$ cat config.mk
export PLATFORM = sky130hd
export DESIGN_NAME = ita_output_stage
export DESIGN_NICKNAME = d
export VERILOG_FILES = /design/src/rtl/ita_output_stage.sv
export SDC_FILE = /design/constraint.sdc
export NUM_CORES = 1
export LEC_CHECK = 0
export BUFFER_PORTS_ARGS = -buffer_cell sky130_fd_sc_hd__buf_2
export CAP_MARGIN = 25
export CELL_PAD_IN_SITES_DETAIL_PLACEMENT = 0
export CELL_PAD_IN_SITES_GLOBAL_PLACEMENT = 1
export CORE_MARGIN = 3
export CORE_UTILIZATION = 45
export DETAILED_ROUTE_END_ITERATION = 8
export HOLD_SLACK_MARGIN = 0.08
export MAX_ROUTING_LAYER = met4
export PLACE_DENSITY = 0.7
export SLEW_MARGIN = 10
export SYNTH_ARGS = -nofsm -noshare
export SYNTH_HDL_FRONTEND = slang
export SYNTH_SLANG_ARGS = --single-unit
$ cat constraint.sdc
create_clock -name clk_i -period 10.5 [get_ports clk_i]
set_clock_uncertainty 0.05 [all_clocks]
set_input_delay 1.575 -clock clk_i [delete_from_list [all_inputs] [get_ports clk_i]]
set_output_delay 1.575 -clock clk_i [all_outputs]
set_load 0.02 [all_outputs]
$ cat src/rtl/ita_output_stage.sv
// Output stage: row FIFO with early stall, overflow flag and row-to-beat narrowing
// onto a valid/ready consumer port.
module ita_output_stage #(
   parameter int unsigned N          = 16,
   parameter int unsigned WI         = 8,
   parameter int unsigned OUT_LANES  = 16,
   parameter int unsigned FIFO_DEPTH = 8,
   parameter int unsigned PIPE_SLACK = 4
) (
   input  logic                             clk_i,
   input  logic                             rst_ni,
   input  logic                             flush_i,
   input  logic                             data_valid_i,
   input  logic [N*WI-1:0]                  data_i,
   output logic                             stall_o,
   output logic                             overflow_o,
   output logic                             valid_o,
   input  logic                             ready_i,
   output logic [OUT_LANES*WI-1:0]          oup_o,
   output logic                             last_beat_o,
   output logic [$clog2(FIFO_DEPTH+1)-1:0]  usage_o,
   output logic                             busy_o
);

   localparam int unsigned B      = N / OUT_LANES;
   localparam int unsigned SliceW = OUT_LANES * WI;
   localparam int unsigned PtrW   = (FIFO_DEPTH > 1) ? $clog2(FIFO_DEPTH) : 1;
   localparam int unsigned CntW   = $clog2(FIFO_DEPTH + 1);
   localparam int unsigned SW     = (B > 1) ? $clog2(B) : 1;

   logic [N*WI-1:0]         mem_q [FIFO_DEPTH];
   logic [PtrW-1:0]         wr_ptr_q, wr_ptr_d, rd_ptr_q, rd_ptr_d;
   logic [CntW-1:0]         usage_q, usage_d;
   logic [SW-1:0]           slice_q, slice_d;
   logic                    overflow_q, overflow_d;
   logic                    full, last_slice, beat, pop, push;
   logic [B-1:0][SliceW-1:0] head;

   function automatic logic [PtrW-1:0] ptr_inc(input logic [PtrW-1:0] p);
      return (p == PtrW'(FIFO_DEPTH - 1)) ? '0 : p + 1'b1;
   endfunction

   // Outputs depend only on registered state, never combinationally on ready_i.
   always_comb begin
      full        = (usage_q == CntW'(FIFO_DEPTH));
      valid_o     = (usage_q != '0);
      last_slice  = (slice_q == SW'(B - 1));
      beat        = valid_o && ready_i;
      pop         = beat && last_slice;
      push        = data_valid_i && (!full || pop);
      head        = mem_q[rd_ptr_q];
      oup_o       = valid_o ? head[slice_q] : '0;
      last_beat_o = valid_o && last_slice;
      stall_o     = (usage_q >= CntW'(FIFO_DEPTH - PIPE_SLACK));
      busy_o      = valid_o;
      usage_o     = usage_q;
      overflow_o  = overflow_q;
   end

   always_comb begin
      wr_ptr_d   = wr_ptr_q;
      rd_ptr_d   = rd_ptr_q;
      usage_d    = usage_q;
      slice_d    = slice_q;
      overflow_d = overflow_q;
      if (beat) begin
         slice_d = last_slice ? '0 : slice_q + 1'b1;
      end
      if (pop) begin
         rd_ptr_d = ptr_inc(rd_ptr_q);
      end
      if (push) begin
         wr_ptr_d = ptr_inc(wr_ptr_q);
      end
      if (data_valid_i && full && !pop) begin
         overflow_d = 1'b1;
      end
      unique case ({push, pop})
         2'b10:   usage_d = usage_q + 1'b1;
         2'b01:   usage_d = usage_q - 1'b1;
         default: usage_d = usage_q;
      endcase
      // Flush wins over any same-cycle push or pop.
      if (flush_i) begin
         wr_ptr_d   = '0;
         rd_ptr_d   = '0;
         usage_d    = '0;
         slice_d    = '0;
         overflow_d = 1'b0;
      end
   end

   always_ff @(posedge clk_i) begin
      if (!rst_ni) begin
         wr_ptr_q   <= '0;
         rd_ptr_q   <= '0;
         usage_q    <= '0;
         slice_q    <= '0;
         overflow_q <= 1'b0;
      end else begin
         wr_ptr_q   <= wr_ptr_d;
         rd_ptr_q   <= rd_ptr_d;
         usage_q    <= usage_d;
         slice_q    <= slice_d;
         overflow_q <= overflow_d;
      end
   end

   // Row storage needs no reset; usage gates every read.
   always_ff @(posedge clk_i) begin
      if (rst_ni && !flush_i && push) begin
         mem_q[wr_ptr_q] <= data_i;
      end
   end

endmodule

# --- After elaboration in Yosys (flattened, before gate mapping) ---
# Memory sizes are Yosys's and may differ from the RTL's. A register that Yosys moved wholly into a read port is not among the register bits.
# Index checks and enable logic that the tools add are counted.
classes:
  n_bitwise: 2
  eq_ne: 5
  add_sub_neg: 5
  reduce_logical: 15
  order_cmp: 2
  n_mux: 10
op_table:
  columns: ["operator", "count"]
  rows:
  - ["$mux 128", 2]
  - ["$mux 3", 4]
  - ["$logic_and 1x1->1", 8]
  - ["$pmux 4 s2", 1]
  - ["$add 3x1->3 const B", 2]
  - ["$eq 3x3->1 const B", 2]
  - ["$add 4x1->4 const B", 1]
  - ["$eq 4x4->1 const B", 1]
  - ["$ge 4x3->1 const B", 1]
  - ["$reduce_bool 4->1", 1]
  - ["$sub 4x1->4 const B", 1]
  - ["$logic_not 1->1", 3]
  - ["$mux 1", 3]
  - ["$eq 2x1->1 const B", 1]
  - ["$eq 2x2->1 const B", 1]
  - ["$not 1->1", 2]
  - ["$reduce_bool 2->1", 1]
  - ["$reduce_or 2->1", 1]
  - ["$add 1x1->1 const B", 1]
  - ["$logic_or 1x1->1", 1]
  - ["$lt 1x1->1 const B", 1]
word_totals:
  register_bits: 12
  mem_count: 1
  ramBits: 1024
  output_inout_bits: 137
  inputBits: 133
memory_table:
  columns: ["name", "words", "width", "rd", "rd_clocked_by_memory_dff", "write_ports", "line", "source"]
  rows:
  - ["mem_q", 8, 128, 1, 1, 1, "31", "logic [N*WI-1:0] mem_q [FIFO_DEPTH];"]

# --- Depth between registers and ports, before layout ---
# Gate-level depths: netlist (run 1).
depth:
  word_depth: 8
  mapped_depth: 9
  mapped_depth_nobuf: 8

# --- Worst setup path before layout (run 1) ---
# No wires, ideal clock.
synth_timing:
  path_kind: "input port to flip-flop"
  from: "input port data_valid_i"
  to: "memory mem_q[7][0] in the netlist's numbering (enable)"
  setup_ns: 0.617
  required_ns: 9.833
  arrival_ns: 7.815
  stages: 5
  setup_slack_ns: 2.019
  n_path_buf: 1
  cell_sequence: "clkbuf_1 -> inv_1 -> a31o_4 -> or3_4 -> nor2_1"
synth_via:
  elab_chain_cells: 4
synth_lines:
  columns: ["item", "line", "source"]
  rows:
  - ["start, declared", "13", "input logic data_valid_i,"]
  - ["$logic_and 1x1->1", "50", "push = data_valid_i && (!full || pop);"]
  - ["$logic_and 1x1->1", "111", "if (rst_ni && !flush_i && push) begin"]
  - ["$mux 1", "111", null]
  - ["$mux 1 (not written as such)", "112", "mem_q[wr_ptr_q] <= data_i;"]
  - ["end, declared", "31", null]
# Every way passes these cells.

==> run metrics, run 1 <==
status complete, no violations; total of endpoints with negative setup slack in the final report 0; Final Hold Fails 0; Yosys warning total 0; clock slew at the register clock pins of the worst setup and hold paths 60 ps; layout overhead on the synthesized area 15.0%; first-pass GRT wire length 123 mm; Filler Cell Count 6,774; maximum net fanout on the critical path 41; depth of the worst hold-timing path 2; detailed-placement wirelength estimate 42.7 mm; CP required 8880 ps; multi-input gate area in the final layout 0.00809 mm²; arrival time reported for the critical path endpoint 3510 ps; violation count after the first detailed-route iteration 1,414; distinct cell type count of the synthesized netlist 36; Worst Reg2Reg Path Length in Cells 6; class of the most critical setup path reg2out; final worst-path cycle share 0.489; antenna violations before repair 21; leakage power figure 14.3 nW; most common cell in the netlist sky130_fd_sc_hd__edfxtp_1; switching pwr 1.70 mW; Setup Total Neg Slack 0 ps; Port-buffer cells 269; core region area 0.0872 mm²; latest clock arrival within the worst-skew pair 630 ps; CTS root buf sky130_fd_sc_hd__clkbuf_16; nets@finish 2,166; synth top area cells sky130_fd_sc_hd__edfxtp_1 77%, sky130_fd_sc_hd__mux4_2 15%, sky130_fd_sc_hd__mux2i_1 3.3%; Net Count, Synth 1,854; Max Slew Vio Count 0; number of gates resized after cts 0; Post CTS Setup Buffer Count 0; Worst Tran Pin Value 1020 ps; die outline height 303 µm; unrepaired setup endpoints after global routing no; number of routed nets with antenna violations 0; Worst VDD drop 0.133 mV; Synth Cell Area 0.0397 mm²; number of synthesized register bits 1,038; Total Routing Usage GR 0.186; via count 18.1k; largest net degree at the start of global routing 131; weighted congestion reported at the end of routability-driven placement 0.687; starting utilization of the core area 0.455; CTS Hold Buffers Added 0; sequential element share of the synthesized area 0.782; Switching Share 0.203; routed len/inst 24.9 µm; via count of the first global-routing pass 19.4k; clock tree from TritonCTS done; shortest clock period the worst path allows after layout 5140 ps; Top Ports 270; width of the chip 303 µm; most frequent cells after synthesis 1,024 x sky130_fd_sc_hd__edfxtp_1, 256 x sky130_fd_sc_hd__mux4_2, 141 x sky130_fd_sc_hd__nor2_1, 130 x sky130_fd_sc_hd__mux2i_1, 40 x sky130_fd_sc_hd__buf_2; mean number of vias per cell 5.51; Post-Synthesis Mean Instance Area 23.1 µm²; Slew HR 0.323; Max Clk Rate 195 MHz; share of cells above drive strength 1 0.342; share of Yosys cell area claimed by the top area cell type 0.775; remaining routing DRC violations 0; worst min-delay path class reg2reg; Row Count 108; share of power burned in registers 0.547; post-synth top area cell sky130_fd_sc_hd__edfxtp_1; maximum root-to-sink buffer count 3; count of max-cap constraint violations 0; H-tree Lvls 3; drt first pass iters 5; worst hold-check slack 428 ps; number of synthesized flops with an enable pin 1,024; sort of element at the end of the critical path output port; clock sink count 1,038; FF/Latch Area 0.0310 mm²; gate count of the mapped netlist 1,716; Synth async-reset ratio 0; element type at the critical path start register; Combinational Power Share 0.035; remaining global-route overflow 0; clock group share of total power 0.418; power per cell area 183 mW/mm²; Routed WL 82.1 mm; TritonCTS Buffers 104; most instantiated flip-flop cell in the synthesis netlist sky130_fd_sc_hd__edfxtp_1; Cell Int Power 6.67 mW; area of the die 0.0918 mm²
==> metrics by stage <==
| step | cell area [µm²] | total power, mW | utilization | cells | worst slack [ps] |
|---|---|---|---|---|---|
| floorplan | 39700 | 4.83 | - | 1716 | 2020 |
| global placement | 42200 | 4.95 | 0.484 | 3072 | 5330 |
| detailed placement | 42300 | 4.97 | 0.485 | 3075 | 5270 |
| CTS | 45600 | 8.47 | 0.523 | 3270 | 5030 |
| global route | 45600 | 8.66 | 0.524 | 3290 | 5020 |
| finish | 45700 | 8.38 | 0.524 | 3293 | 5360 |
==> path summary, 6_finish.rpt <==
kind,slack [ps],endpoint,startpoint
setup / recovery,5360,oup_o[33],register
hold / removal,430,register,rd_ptr_q[2]
setup reg to reg,6610,mem_q[5][43],usage_o[1]
hold reg to reg,430,register,rd_ptr_q[2]
==> sequential cells by signal, summed over array words and instances (netlist names), named ones only <==
register,cells
mem_q,1024
overflow_o,1
wr_ptr_q,3
rd_ptr_q,3
usage_o,4
==> placed cells by master, fill, tap and decap left out, types with 3 or more instances in the layout <==
master,count
sky130_fd_sc_hd__ha_1,5
sky130_fd_sc_hd__inv_6,4
sky130_fd_sc_hd__clkbuf_1,17
sky130_fd_sc_hd__mux4_2,256
sky130_fd_sc_hd__dfxtp_1,11
sky130_fd_sc_hd__a21oi_1,6
sky130_fd_sc_hd__nand2b_1,4
sky130_fd_sc_hd__buf_12,7
sky130_fd_sc_hd__nor2_4,6
sky130_fd_sc_hd__bufinv_16,6
sky130_fd_sc_hd__mux2i_1,130
sky130_fd_sc_hd__clkinv_4,3
sky130_fd_sc_hd__edfxtp_1,1024
sky130_fd_sc_hd__clkbuf_16,106
sky130_fd_sc_hd__nor2_1,135
sky130_fd_sc_hd__buf_16,4
sky130_fd_sc_hd__clkinv_1,28
sky130_fd_sc_hd__clkinvlp_4,3
sky130_fd_sc_hd__dfxtp_4,3
sky130_fd_sc_hd__buf_4,17
sky130_fd_sc_hd__nand2_1,8
sky130_fd_sc_hd__buf_2,269
sky130_fd_sc_hd__diode_2,21
sky130_fd_sc_hd__clkinv_2,25
sky130_fd_sc_hd__xnor2_1,4
sky130_fd_sc_hd__inv_1,5
==> worst max-delay path: stages, from the launching register on <==
cell	delay, ps
sky130_fd_sc_hd__dfxtp_4	590
sky130_fd_sc_hd__buf_16	300
sky130_fd_sc_hd__buf_4	730
sky130_fd_sc_hd__mux4_2	600
sky130_fd_sc_hd__mux2i_1	250
sky130_fd_sc_hd__nor2_1	100
sky130_fd_sc_hd__buf_2	210
==> kinds of logic after synthesis <==
| kind of cell | after synthesis | synth area share |
|---|---|---|
| buf+inv | 98 | 0.0161 |
| flops | 1038 | 0.782 |
| compound gates | 13 | 0.00290 |
| fa+ha+maj | 5 | 0.00158 |
| xor+xnor | 4 | 0.000882 |
| mux | 386 | 0.178 |
| simple gates | 172 | 0.0188 |
==> routing by layer <==
layer | vias up | routed length (µm) | track usage
li1 | 7837 | - | -
met1 | 9697 | 33700 | 0.238
met2 | 503 | 41500 | 0.305
met3 | 107 | 5160 | 0.0418
met4 | 0 | 1680 | 0.0471
met5 | - | 0 | -
==> cell type report <==
class,instances,share of cell area
timing repair buffer,298,0.0381
antenna,21,0.00115
sequential,1038,0.680
multi-input combinational,580,0.177
inverter,6,0.000493
clock buffer,123,0.0595
clock inverter,72,0.0121
tap,1155,0.0317
==> power by group through the flow <==
stage / Combinational (mW) / Sequential [mW] / Clock, mW
after floorplan: 0.160 / 4.67 / 0
after global placement: 0.287 / 4.67 / 0
after detailed placement: 0.299 / 4.67 / 0
after CTS: 0.300 / 4.58 / 3.59
after global routing: 0.321 / 4.58 / 3.77
final: 0.292 / 4.58 / 3.51
No activity file was read; power rests on OpenSTA's default activity.
==> inputs of run 2 (changes only) <==
PLACE_DENSITY = 0.72   (was 0.7)
clock period = 4.15 ns   (was 10.5 ns; I/O delays follow)
==> run metrics, run 2 (same netlist as run 1, synthesis figures left out) <==
Row Count 108 (unchanged); Non-Filler Cell Area, Final 0.0463 mm² (was 0.0457 mm²); via count of the first global-routing pass 19.7k (was 19.4k); Setup Total Neg Slack 0 ps (unchanged); element type at the critical path start register (unchanged); Post CTS Setup Buffer Count 0 (unchanged); Largest Register mem_q (unchanged); clock sink count 1,038 (unchanged); area of the die 0.0918 mm² (unchanged); Filler Cell Count 6,745 (was 6,774); Max Clk Rate 276 MHz; number of routed nets with antenna violations 0 (unchanged); weighted congestion reported at the end of routability-driven placement 0.708 (was 0.687); clock slew at the register clock pins of the worst setup and hold paths 60 ps (about the same); violation count after the first detailed-route iteration 1,268 (was 1,414); core region area 0.0872 mm² (unchanged); most frequent cells in the layout 1,024 x sky130_fd_sc_hd__edfxtp_1, 269 x sky130_fd_sc_hd__buf_2, 256 x sky130_fd_sc_hd__mux4_2 (unchanged); nets@finish 2,194 (was 2,166); Largest register FFs 1,024 (unchanged); instance area after placement 0.0427 mm² (was 0.0423 mm²); sort of element at the end of the critical path output port (unchanged); Top Ports 270 (unchanged); maximum net fanout on the critical path 24 (was 41); antenna violations before repair 21 (unchanged); first-pass GRT wire length 126 mm (was 123 mm); multi-input gate area in the final layout 0.00809 mm² (unchanged); number of gates resized after cts 0 (unchanged); power per cell area 472 mW/mm² (was 183 mW/mm²); FF/Latch Area 0.0310 mm² (unchanged); Routed WL 83.7 mm (was 82.1 mm); Worst Tran Pin Value 945 ps (was 1020 ps); Total Routing Usage GR 0.190 (was 0.186); Port-buffer cells 269 (unchanged); most common cell after layout, fill and taps aside sky130_fd_sc_hd__edfxtp_1 (unchanged); unrepaired setup endpoints after global routing no (unchanged); status complete, no violations (unchanged); class of the most critical setup path reg2out (unchanged); latest clock arrival within the worst-skew pair 640 ps (was 630 ps); Max Slew Vio Count 0 (unchanged); layout overhead on the synthesized area 16.5% (was 15.0%); CTS root buf sky130_fd_sc_hd__clkbuf_16 (unchanged); CTS Hold Buffers Added 0 (unchanged); final worst-path cycle share 0.874; mean number of vias per cell 5.50 (was 5.51); TritonCTS Buffers 107 (was 104); arrival time reported for the critical path endpoint 2950 ps (was 3510 ps); drt first pass iters 4 (was 5); starting utilization of the core area 0.455 (unchanged); H-tree Lvls 3 (unchanged); routed len/inst 25.2 µm (was 24.9 µm); remaining global-route overflow 0 (unchanged); Worst VDD drop 0.327 mV (was 0.133 mV); leakage power figure 14.6 nW (was 14.3 nW); CP required 3480 ps (was 8880 ps); count of max-cap constraint violations 0 (unchanged); die outline height 303 µm (unchanged); worst min-delay path class in2reg (was reg2reg); maximum root-to-sink buffer count 3 (unchanged); largest net degree at the start of global routing 104 (was 131); clock tree from TritonCTS done (unchanged); total of endpoints with negative setup slack in the final report 0 (unchanged); via count 18.3k (was 18.1k); shortest clock period the worst path allows after layout 3630 ps; remaining routing DRC violations 0 (unchanged); Slew HR 0.370 (was 0.323); share of cells above drive strength 1 0.351 (was 0.342); detailed-placement wirelength estimate 45.3 mm (was 42.7 mm); Final Hold Fails 0 (unchanged); width of the chip 303 µm (unchanged)
[run 2: worst paths after layout]
kind                     from            end  slack (ps)  cells after the start
setup / recovery     register     oup_o[112]         520                      5
hold / removal    data_i[101]  mem_q[6][101]         190                      1
setup reg to reg   usage_o[2]   mem_q[5][84]        1340                      5
hold reg to reg   rd_ptr_q[1]       register         430                      2
[run 2: area by class of cell]
type,count,share of cell area
sequential,1038,0.671
multi-input combinational,580,0.175
clock buffer,124,0.0606
timing repair buffer,323,0.0454
tap,1155,0.0312
clock inverter,76,0.0153
antenna,19,0.00103
inverter,6,0.000487
[run 2: report_power, final]
part	switching, mW	internal, mW	total (mW)
sequential	0.0197	11.6	11.6
clock	3.91	5.58	9.49
combinational	0.489	0.263	0.753
total	4.42	17.4	21.8
[run 2: metal layers]
layer	up-vias	wire length, µm	share of wire	track usage
met3	122	5150	0.061	0.0418
met2	479	41800	0.50	0.305
li1	7903	-	-	-
met1	9764	35300	0.42	0.248
met5	-	0	0	-
met4	0	1460	0.017	0.0481
[run 2: worst max-delay path: stages, from the launching register on]
cell and delay, ps:
sky130_fd_sc_hd__dfxtp_4 690, sky130_fd_sc_hd__buf_4 530, sky130_fd_sc_hd__mux4_2 570, sky130_fd_sc_hd__mux2i_1 180
sky130_fd_sc_hd__nor2_1 90, sky130_fd_sc_hd__buf_2 220
[run 2: stage by stage]
step / hold WS [ps] / util / cells / worst slack [ps] / total power [mW]
after floorplan: 400 / - / 1716 / -1240 / 12.2
after global placement: 401 / 0.490 / 3102 / 1150 / 12.6
after detailed placement: 425 / 0.490 / 3102 / 1100 / 12.6
after CTS: 144 / 0.530 / 3302 / 377 / 22.1
after global routing: 162 / 0.531 / 3321 / 277 / 22.5
final: 191 / 0.531 / 3321 / 523 / 21.8
